## src/rtl/instr_sequencer_pkg.sv

```systemverilog
// rtl/instr_sequencer_pkg.sv - shared processor constants, opcodes and sequencer state encoding
package instr_sequencer_pkg;

  localparam int DW    = 9;
  localparam int OP_W  = 3;
  localparam int OP_HI = DW - 1;
  localparam int OP_LO = DW - OP_W;

  localparam logic [OP_W-1:0] MV_OP  = 3'b000;
  localparam logic [OP_W-1:0] ADD_OP = 3'b001;
  localparam logic [OP_W-1:0] SUB_OP = 3'b010;
  localparam logic [OP_W-1:0] MVI_OP = 3'b011;

  typedef enum logic [1:0] {
    IDLE  = 2'd0,
    ISSUE = 2'd1,
    IMM   = 2'd2,
    WAIT  = 2'd3
  } state_t;

endpackage

```

## src/rtl/instr_sequencer_if.sv

```systemverilog
// rtl/instr_sequencer_if.sv - program-load, control and processor-facing signals of the sequencer
interface instr_sequencer_if #(
  parameter int DW = instr_sequencer_pkg::DW,
  parameter int AW = 5
);

  logic          Wr_En;
  logic [AW-1:0] Wr_Addr;
  logic [DW-1:0] Wr_Data;
  logic [AW:0]   Prog_Len;
  logic          Start;
  logic          Done;
  logic [DW-1:0] DIN;
  logic          Run;
  logic [AW:0]   PC;
  logic          Busy;
  logic          Prog_Done;
  logic          Error;

  modport master (
    output Wr_En, Wr_Addr, Wr_Data, Prog_Len, Start, Done,
    input  DIN, Run, PC, Busy, Prog_Done, Error
  );

  modport slave (
    input  Wr_En, Wr_Addr, Wr_Data, Prog_Len, Start, Done,
    output DIN, Run, PC, Busy, Prog_Done, Error
  );

endinterface

```

## src/rtl/instr_store.sv

```systemverilog
// rtl/instr_store.sv - register-array program memory, one synchronous write port, one combinational read port
module instr_store #(
  parameter int DW = instr_sequencer_pkg::DW,
  parameter int AW = 5
) (
  input  logic          clk,
  input  logic          we,
  input  logic [AW-1:0] waddr,
  input  logic [DW-1:0] wdata,
  input  logic [AW-1:0] raddr,
  output logic [DW-1:0] rdata
);

  logic [DW-1:0] mem [2**AW];

  // Contents are intentionally not reset so a program survives a processor reset.
  always_ff @(posedge clk) begin
    if (we) begin
      mem[waddr] <= wdata;
    end
  end

  assign rdata = mem[raddr];

endmodule

```

## src/rtl/instr_sequencer.sv

```systemverilog
// rtl/instr_sequencer.sv - issues stored 9-bit instructions to the processor, one per Done handshake
module instr_sequencer #(
  parameter int         DW      = instr_sequencer_pkg::DW,
  parameter int         AW      = 5,
  parameter logic [2:0] MVI_OP  = instr_sequencer_pkg::MVI_OP,
  parameter int         TIMEOUT = 16
) (
  input  logic             Clock,
  input  logic             Resetn,
  instr_sequencer_if.slave bus
);

  import instr_sequencer_pkg::*;

  localparam int        CW     = $clog2(TIMEOUT + 1);
  localparam logic [AW:0] PC_ONE = (AW + 1)'(1);
  localparam logic [AW:0] PC_TWO = (AW + 1)'(2);

  state_t        state_q, state_d;
  logic [DW-1:0] din_q, din_d, rd_data;
  logic          run_q, run_d;
  logic          done_q, done_d;
  logic          err_q, err_d;
  logic [AW:0]   pc_q, pc_d, len_q, len_d, next_pc;
  logic [CW-1:0] tcnt_q, tcnt_d;
  logic [AW-1:0] rd_addr;
  logic          is_mvi, is_last, timed_out, start_go, start_nil;

  // next_pc is PC+1 in ISSUE/WAIT (immediate or next instruction) and PC+2 after an immediate.
  assign next_pc   = pc_q + ((state_q == IMM) ? PC_TWO : PC_ONE);
  assign is_last   = next_pc >= len_q;
  assign is_mvi    = din_q[DW-1 -: OP_W] == MVI_OP;
  assign timed_out = tcnt_q == CW'(TIMEOUT - 1);
  assign start_go  = bus.Start && (bus.Prog_Len != '0);
  assign start_nil = bus.Start && (bus.Prog_Len == '0);
  assign rd_addr   = (state_q == IDLE) ? '0 : next_pc[AW-1:0];

  instr_store #(.DW(DW), .AW(AW)) u_store (
    .clk   (Clock),
    .we    (bus.Wr_En && (state_q == IDLE)),
    .waddr (bus.Wr_Addr),
    .wdata (bus.Wr_Data),
    .raddr (rd_addr),
    .rdata (rd_data)
  );

  always_ff @(posedge Clock or negedge Resetn) begin
    if (!Resetn) begin
      state_q <= IDLE;
    end else begin
      state_q <= state_d;
    end
  end

  always_comb begin
    state_d = state_q;
    case (state_q)
      IDLE:    if (start_go) state_d = ISSUE;
      ISSUE:   state_d = is_mvi ? (is_last ? IDLE : IMM) : WAIT;
      default: begin
        if (bus.Done) state_d = is_last ? IDLE : ISSUE;
        else if (timed_out) state_d = IDLE;
      end
    endcase
  end

  always_comb begin
    din_d  = din_q;
    run_d  = run_q;
    pc_d   = pc_q;
    len_d  = len_q;
    tcnt_d = '0;
    done_d = 1'b0;
    err_d  = err_q;
    case (state_q)
      IDLE: begin
        if (start_nil) begin
          done_d = 1'b1;
          err_d  = 1'b0;
        end else if (start_go) begin
          len_d = bus.Prog_Len;
          pc_d  = '0;
          err_d = 1'b0;
          din_d = rd_data;
          run_d = 1'b1;
        end
      end
      ISSUE: begin
        run_d = 1'b0;
        if (is_mvi) begin
          if (is_last) begin
            err_d = 1'b1;
            din_d = '0;
          end else begin
            din_d = rd_data;
          end
        end
      end
      default: begin
        if (bus.Done) begin
          pc_d = next_pc;
          if (is_last) begin
            done_d = 1'b1;
            run_d  = 1'b0;
            din_d  = '0;
          end else begin
            din_d = rd_data;
            run_d = 1'b1;
          end
        end else if (timed_out) begin
          err_d = 1'b1;
          run_d = 1'b0;
          din_d = '0;
        end else begin
          tcnt_d = tcnt_q + CW'(1);
        end
      end
    endcase
  end

  always_ff @(posedge Clock or negedge Resetn) begin
    if (!Resetn) begin
      din_q  <= '0;
      run_q  <= 1'b0;
      pc_q   <= '0;
      len_q  <= '0;
      tcnt_q <= '0;
      done_q <= 1'b0;
      err_q  <= 1'b0;
    end else begin
      din_q  <= din_d;
      run_q  <= run_d;
      pc_q   <= pc_d;
      len_q  <= len_d;
      tcnt_q <= tcnt_d;
      done_q <= done_d;
      err_q  <= err_d;
    end
  end

  assign bus.DIN       = din_q;
  assign bus.Run       = run_q;
  assign bus.PC        = pc_q;
  assign bus.Busy      = state_q != IDLE;
  assign bus.Prog_Done = done_q;
  assign bus.Error     = err_q;

endmodule

```

## src/flat_wrapper.sv

```systemverilog
// flat-port wrapper written by rule: the top's interface ports become plain ports
module instr_sequencer_flat import instr_sequencer_pkg::*;
#(
  parameter int         DW      = instr_sequencer_pkg::DW,
  parameter int         AW      = 5,
  parameter logic [2:0] MVI_OP  = instr_sequencer_pkg::MVI_OP,
  parameter int         TIMEOUT = 16
)
  (Clock, Resetn, bus_Wr_En, bus_Wr_Addr, bus_Wr_Data, bus_Prog_Len, bus_Start, bus_Done, bus_DIN, bus_Run, bus_PC, bus_Busy, bus_Prog_Done, bus_Error);
  instr_sequencer_if #(.DW(DW), .AW(AW)) bus_i ();
  input  logic Clock;
  input  logic Resetn;
  input wire logic [$bits(bus_i.Wr_En)-1:0] bus_Wr_En;
  input wire logic [$bits(bus_i.Wr_Addr)-1:0] bus_Wr_Addr;
  input wire logic [$bits(bus_i.Wr_Data)-1:0] bus_Wr_Data;
  input wire logic [$bits(bus_i.Prog_Len)-1:0] bus_Prog_Len;
  input wire logic [$bits(bus_i.Start)-1:0] bus_Start;
  input wire logic [$bits(bus_i.Done)-1:0] bus_Done;
  output wire logic [$bits(bus_i.DIN)-1:0] bus_DIN;
  output wire logic [$bits(bus_i.Run)-1:0] bus_Run;
  output wire logic [$bits(bus_i.PC)-1:0] bus_PC;
  output wire logic [$bits(bus_i.Busy)-1:0] bus_Busy;
  output wire logic [$bits(bus_i.Prog_Done)-1:0] bus_Prog_Done;
  output wire logic [$bits(bus_i.Error)-1:0] bus_Error;
  assign bus_i.Wr_En = bus_Wr_En;
  assign bus_i.Wr_Addr = bus_Wr_Addr;
  assign bus_i.Wr_Data = bus_Wr_Data;
  assign bus_i.Prog_Len = bus_Prog_Len;
  assign bus_i.Start = bus_Start;
  assign bus_i.Done = bus_Done;
  assign bus_DIN = bus_i.DIN;
  assign bus_Run = bus_i.Run;
  assign bus_PC = bus_i.PC;
  assign bus_Busy = bus_i.Busy;
  assign bus_Prog_Done = bus_i.Prog_Done;
  assign bus_Error = bus_i.Error;
  instr_sequencer #(.DW(DW), .AW(AW), .MVI_OP(MVI_OP), .TIMEOUT(TIMEOUT)) u_core (.Clock(Clock), .Resetn(Resetn), .bus(bus_i));
endmodule
```

## config.mk

```make
export PLATFORM = sky130hd
export DESIGN_NAME = instr_sequencer_flat
export DESIGN_NICKNAME = d
export VERILOG_FILES = /design/src/rtl/instr_sequencer_pkg.sv /design/src/rtl/instr_sequencer_if.sv /design/src/rtl/instr_store.sv /design/src/rtl/instr_sequencer.sv /design/src/flat_wrapper.sv
export SDC_FILE = /design/constraint.sdc
export NUM_CORES = 1
export LEC_CHECK = 0
export CAP_MARGIN = 20
export CORE_MARGIN = 2
export CORE_UTILIZATION = 60
export CTS_CLUSTER_DIAMETER = 40
export DETAILED_ROUTE_END_ITERATION = 10
export HOLD_SLACK_MARGIN = 0.08
export PLACE_DENSITY = 0.87
export SETUP_SLACK_MARGIN = 0.3
export SYNTH_ARGS = -nofsm -noshare
export SYNTH_HDL_FRONTEND = slang
export SYNTH_SLANG_ARGS = --single-unit
```

## constraint.sdc

```tcl
create_clock -name Clock -period 5.5 [get_ports Clock]
set_clock_uncertainty 0.15 [all_clocks]
set_input_delay 0.55 -clock Clock [delete_from_list [all_inputs] [get_ports Clock]]
set_output_delay 0.55 -clock Clock [all_outputs]
set_load 0.005 [all_outputs]
```

==> out/qor.txt <==
Critical Path End Type - flip-flop
mapped cell area - 0.0136 mm^2
crit path from - u_core.state_q[1]
Crit Path Max Fanout - 25
Detail Route Antenna Nets - 0
GRT Resource Usage Total - 0.277
DRT Wirelength - 32900 um
Hold Path Class - input port to asynchronous set/reset pin
power per cell area - 642 mW/mm^2
worst r2r src - u_core.state_q[1]
Syn Area/Cell - 14.1 um^2
Synth Flop Type - edfxtp_1
Max rail drop VDD - 0.542 mV
Critical Path RT - 5.81 ns
H-tree depth - 2
sequential area share after synthesis - 0.691
Initial Utilization - 0.606
crit path DAT - 5.01 ns
HPWL Detailed - 18800 um
CTS tree - yes
crit share post-route - 0.855
nets - 1042
# DRC - 0
share of the synthesized area in the top cell type - 0.634
Pint - 5.93 mW
busiest grt layer - met2
number of global-route vias before repair - 8946
max incr delay on CP - 0.72 ns
WL per Instance - 24.9 um
met2 GRT Util - 0.438
largest net degree at the start of global routing - 82
# diodes - 0
Max Slew Vio Count - 0
PortBufs - 43
Synthesized Nets - 1005
ranking of synthesized cells by area - edfxtp_1 (63%), dfrtp_1 (5.7%), mux2i_1 (4.1%)
Die Wd - 155 um
Post-synth EDFFs - 288
I/O pin count - 44
f_max - 213 MHz
MaxCap Viol Count - 0
CP max stage cell - a221oi_1
Overall Power - 10.1 mW
YS warnings - 0
share of post-route cells with drive strength above 1 - 0.103
status - finished, final reports clean
global-route wire length before repair - 50700 um
Die Ht - 155 um
TritonCTS Sinks - 319
P_leak - 5.35 nW
Via density - 6.89
most frequent cells in the layout - edfxtp_1 (288), nor2_1 (74), nand2b_1 (73)
CP startpoint kind - flip-flop
via count - 9112
Sw Ratio - 0.412
CTS buffer count - 40
placer congestion estimate - 0.823
sequential share of power - 0.282
initial antenna violation count - 0
synth-to-layout area growth - 15.3%
RSZ-0062 raised after global routing - no
crit path kind - flip-flop to flip-flop
total gr overflow - 0
worst-path cell chain - nand2b_1 > inv_1 > ha_1 > a21oi_1 > or3_1 > and2_2 > inv_1 > ha_1 > and3_1 > a221oi_1 > a21oi_1 > nor4_1 > a221o_1
Async S/R FF share, synth - 0.0972
Hold Slack - 0.281 ns
M3 GR Usage - 0.0636
synthesized instance count - 970
combinational power share - 0.458
clock root buffer - clkbuf_16
hold violation count in the final report - 0
synth unique cells - 50
most common cell after layout, fill and taps aside - edfxtp_1
Initial DRT Pass Iterations - 5
Slew HR - 0.277
Max Root-Sink Buffers - 3
Yosys top cell by area - edfxtp_1
CORE AREA - 0.0225 mm^2
#FFs+latches synth - 319
initial detailed-routing violation count - 1432
Setup violations, final - 0
setup bufs post-CTS - 0
full die area - 0.0240 mm^2
Final min period - 4.70 ns
Least-Margin Pin Slew - 1.08 ns
CTS clk-pin slew, worst paths - 0.06 ns
Clk Latency, worst-skew pair - 0.54 ns
Net Sw Power - 4.16 mW
Global Route met1 Usage - 0.375
row count - 55
setup tns final - 0 ns
Clk pwr share - 0.260
==> final timing paths <==
kind                                endpoint  slack, ns  cells past startpoint
max in group asynchronous    u_core.len_q[3]       4.61                      2
min in group Clock          u_core.tcnt_q[0]       0.31                      1
setup reg to reg           u_core.bus.DIN[1]       0.80                     13
hold reg to reg             u_core.tcnt_q[0]       0.31                      1
setup / recovery           u_core.bus.DIN[1]       0.80                     13
hold / removal             u_core.bus.DIN[7]       0.28                      2
==> power groups by stage <==
stage               Sequential, mW  Combinational, mW  Clock, mW
floorplan                     2.85               3.10          0
global placement              2.89               4.24          0
detailed placement            2.89               4.39          0
CTS                           2.84               4.48       2.64
global route                  2.85               4.89       2.73
finish                        2.85               4.62       2.62
==> state kept, by name, summed over array words and instances (netlist names) <==
signal / count
u_core.u_store.mem: 288
u_core.state_q: 2
u_core.len_q: 6
u_core.bus.Error: 1
u_core.bus.DIN: 9
u_core.bus.PC: 6
u_core.bus.Prog_Done: 1
u_core.tcnt_q: 5
u_core.bus.Run: 1
==> stage by stage <==
step           area [um^2]   util  instances  setup slack, ns
6_report             15700  0.698       1323            0.798
5_1_grt              15700  0.698       1323            0.512
4_1_cts              15600  0.695       1319            0.594
3_5_place_dp         14300  0.635       1246            0.716
3_3_place_gp         14300  0.635       1246            0.872
2_1_floorplan        13600      -        970             1.40
==> cell type report <==
cell class | instances | area [um^2]
timing repair buffer | 65 | 668
sequential | 319 | 9420
multi-input combinational | 564 | 3860
clock inverter | 28 | 320
tap | 285 | 357
clock buffer | 45 | 1020
inverter | 17 | 63.8
fill | 1339 | 6790
==> layer usage <==
metal,wire [um],vias up
li1,-,3900
met1,12400,4450
met2,15800,651
met3,3490,111
met4,1300,0
met5,0,-
==> cell families after synthesis <==
family | Yosys count | synth area share
AO/OA/AOI/OAI | 263 | 0.132
buffers and inverters | 87 | 0.0278
XOR/XNOR | 5 | 0.00321
AND/OR/NAND/NOR | 220 | 0.0850
flip-flops | 319 | 0.691
adder cells (fa/ha/maj) | 10 | 0.00973
multiplexers | 66 | 0.0510
==> critical path: cells and delay by family (launching register included) <==
family | cells | cell delay [ns]
fa+ha+maj | 2 | 0.53
flops | 1 | 0.68
buf+inv | 2 | 0.25
compound gates | 4 | 1.50
simple gates | 5 | 1.53
==> synthesized netlist by cell type, types with 2 or more instances <==
| cell type | count |
|---|---|
| nor3_1 | 7 |
| and3_1 | 3 |
| a211oi_1 | 14 |
| a2111oi_2 | 2 |
| mux4_2 | 2 |
| xor2_1 | 3 |
| edfxtp_1 | 288 |
| a221o_1 | 11 |
| inv_2 | 2 |
| inv_1 | 15 |
| and2_1 | 4 |
| o21ai_0 | 69 |
| nand4_1 | 2 |
| buf_6 | 2 |
| nand2_1 | 20 |
| a2111oi_0 | 4 |
| nand3b_1 | 4 |
| dfrtp_1 | 31 |
| a21oi_1 | 17 |
| nand3_1 | 7 |
| mux2i_1 | 56 |
| buf_2 | 27 |
| clkbuf_1 | 33 |
| mux2_2 | 8 |
| ha_1 | 9 |
| nor2b_1 | 8 |
| a31oi_1 | 3 |
| buf_1 | 7 |
| or3_1 | 4 |
| a221oi_1 | 62 |
| a32o_1 | 4 |
| o22ai_1 | 71 |
| nor4_1 | 7 |
| xnor2_1 | 2 |
| nor2_1 | 75 |
| nand2b_1 | 73 |
==> what timing repair did <==
action	in CTS	in global routing
hold buffers	0	0
gates resized for setup	0	1
setup endpoints to repair	0	9
endpoints found under the hold margin	0	0
Power figures use the tool's default switching activity.
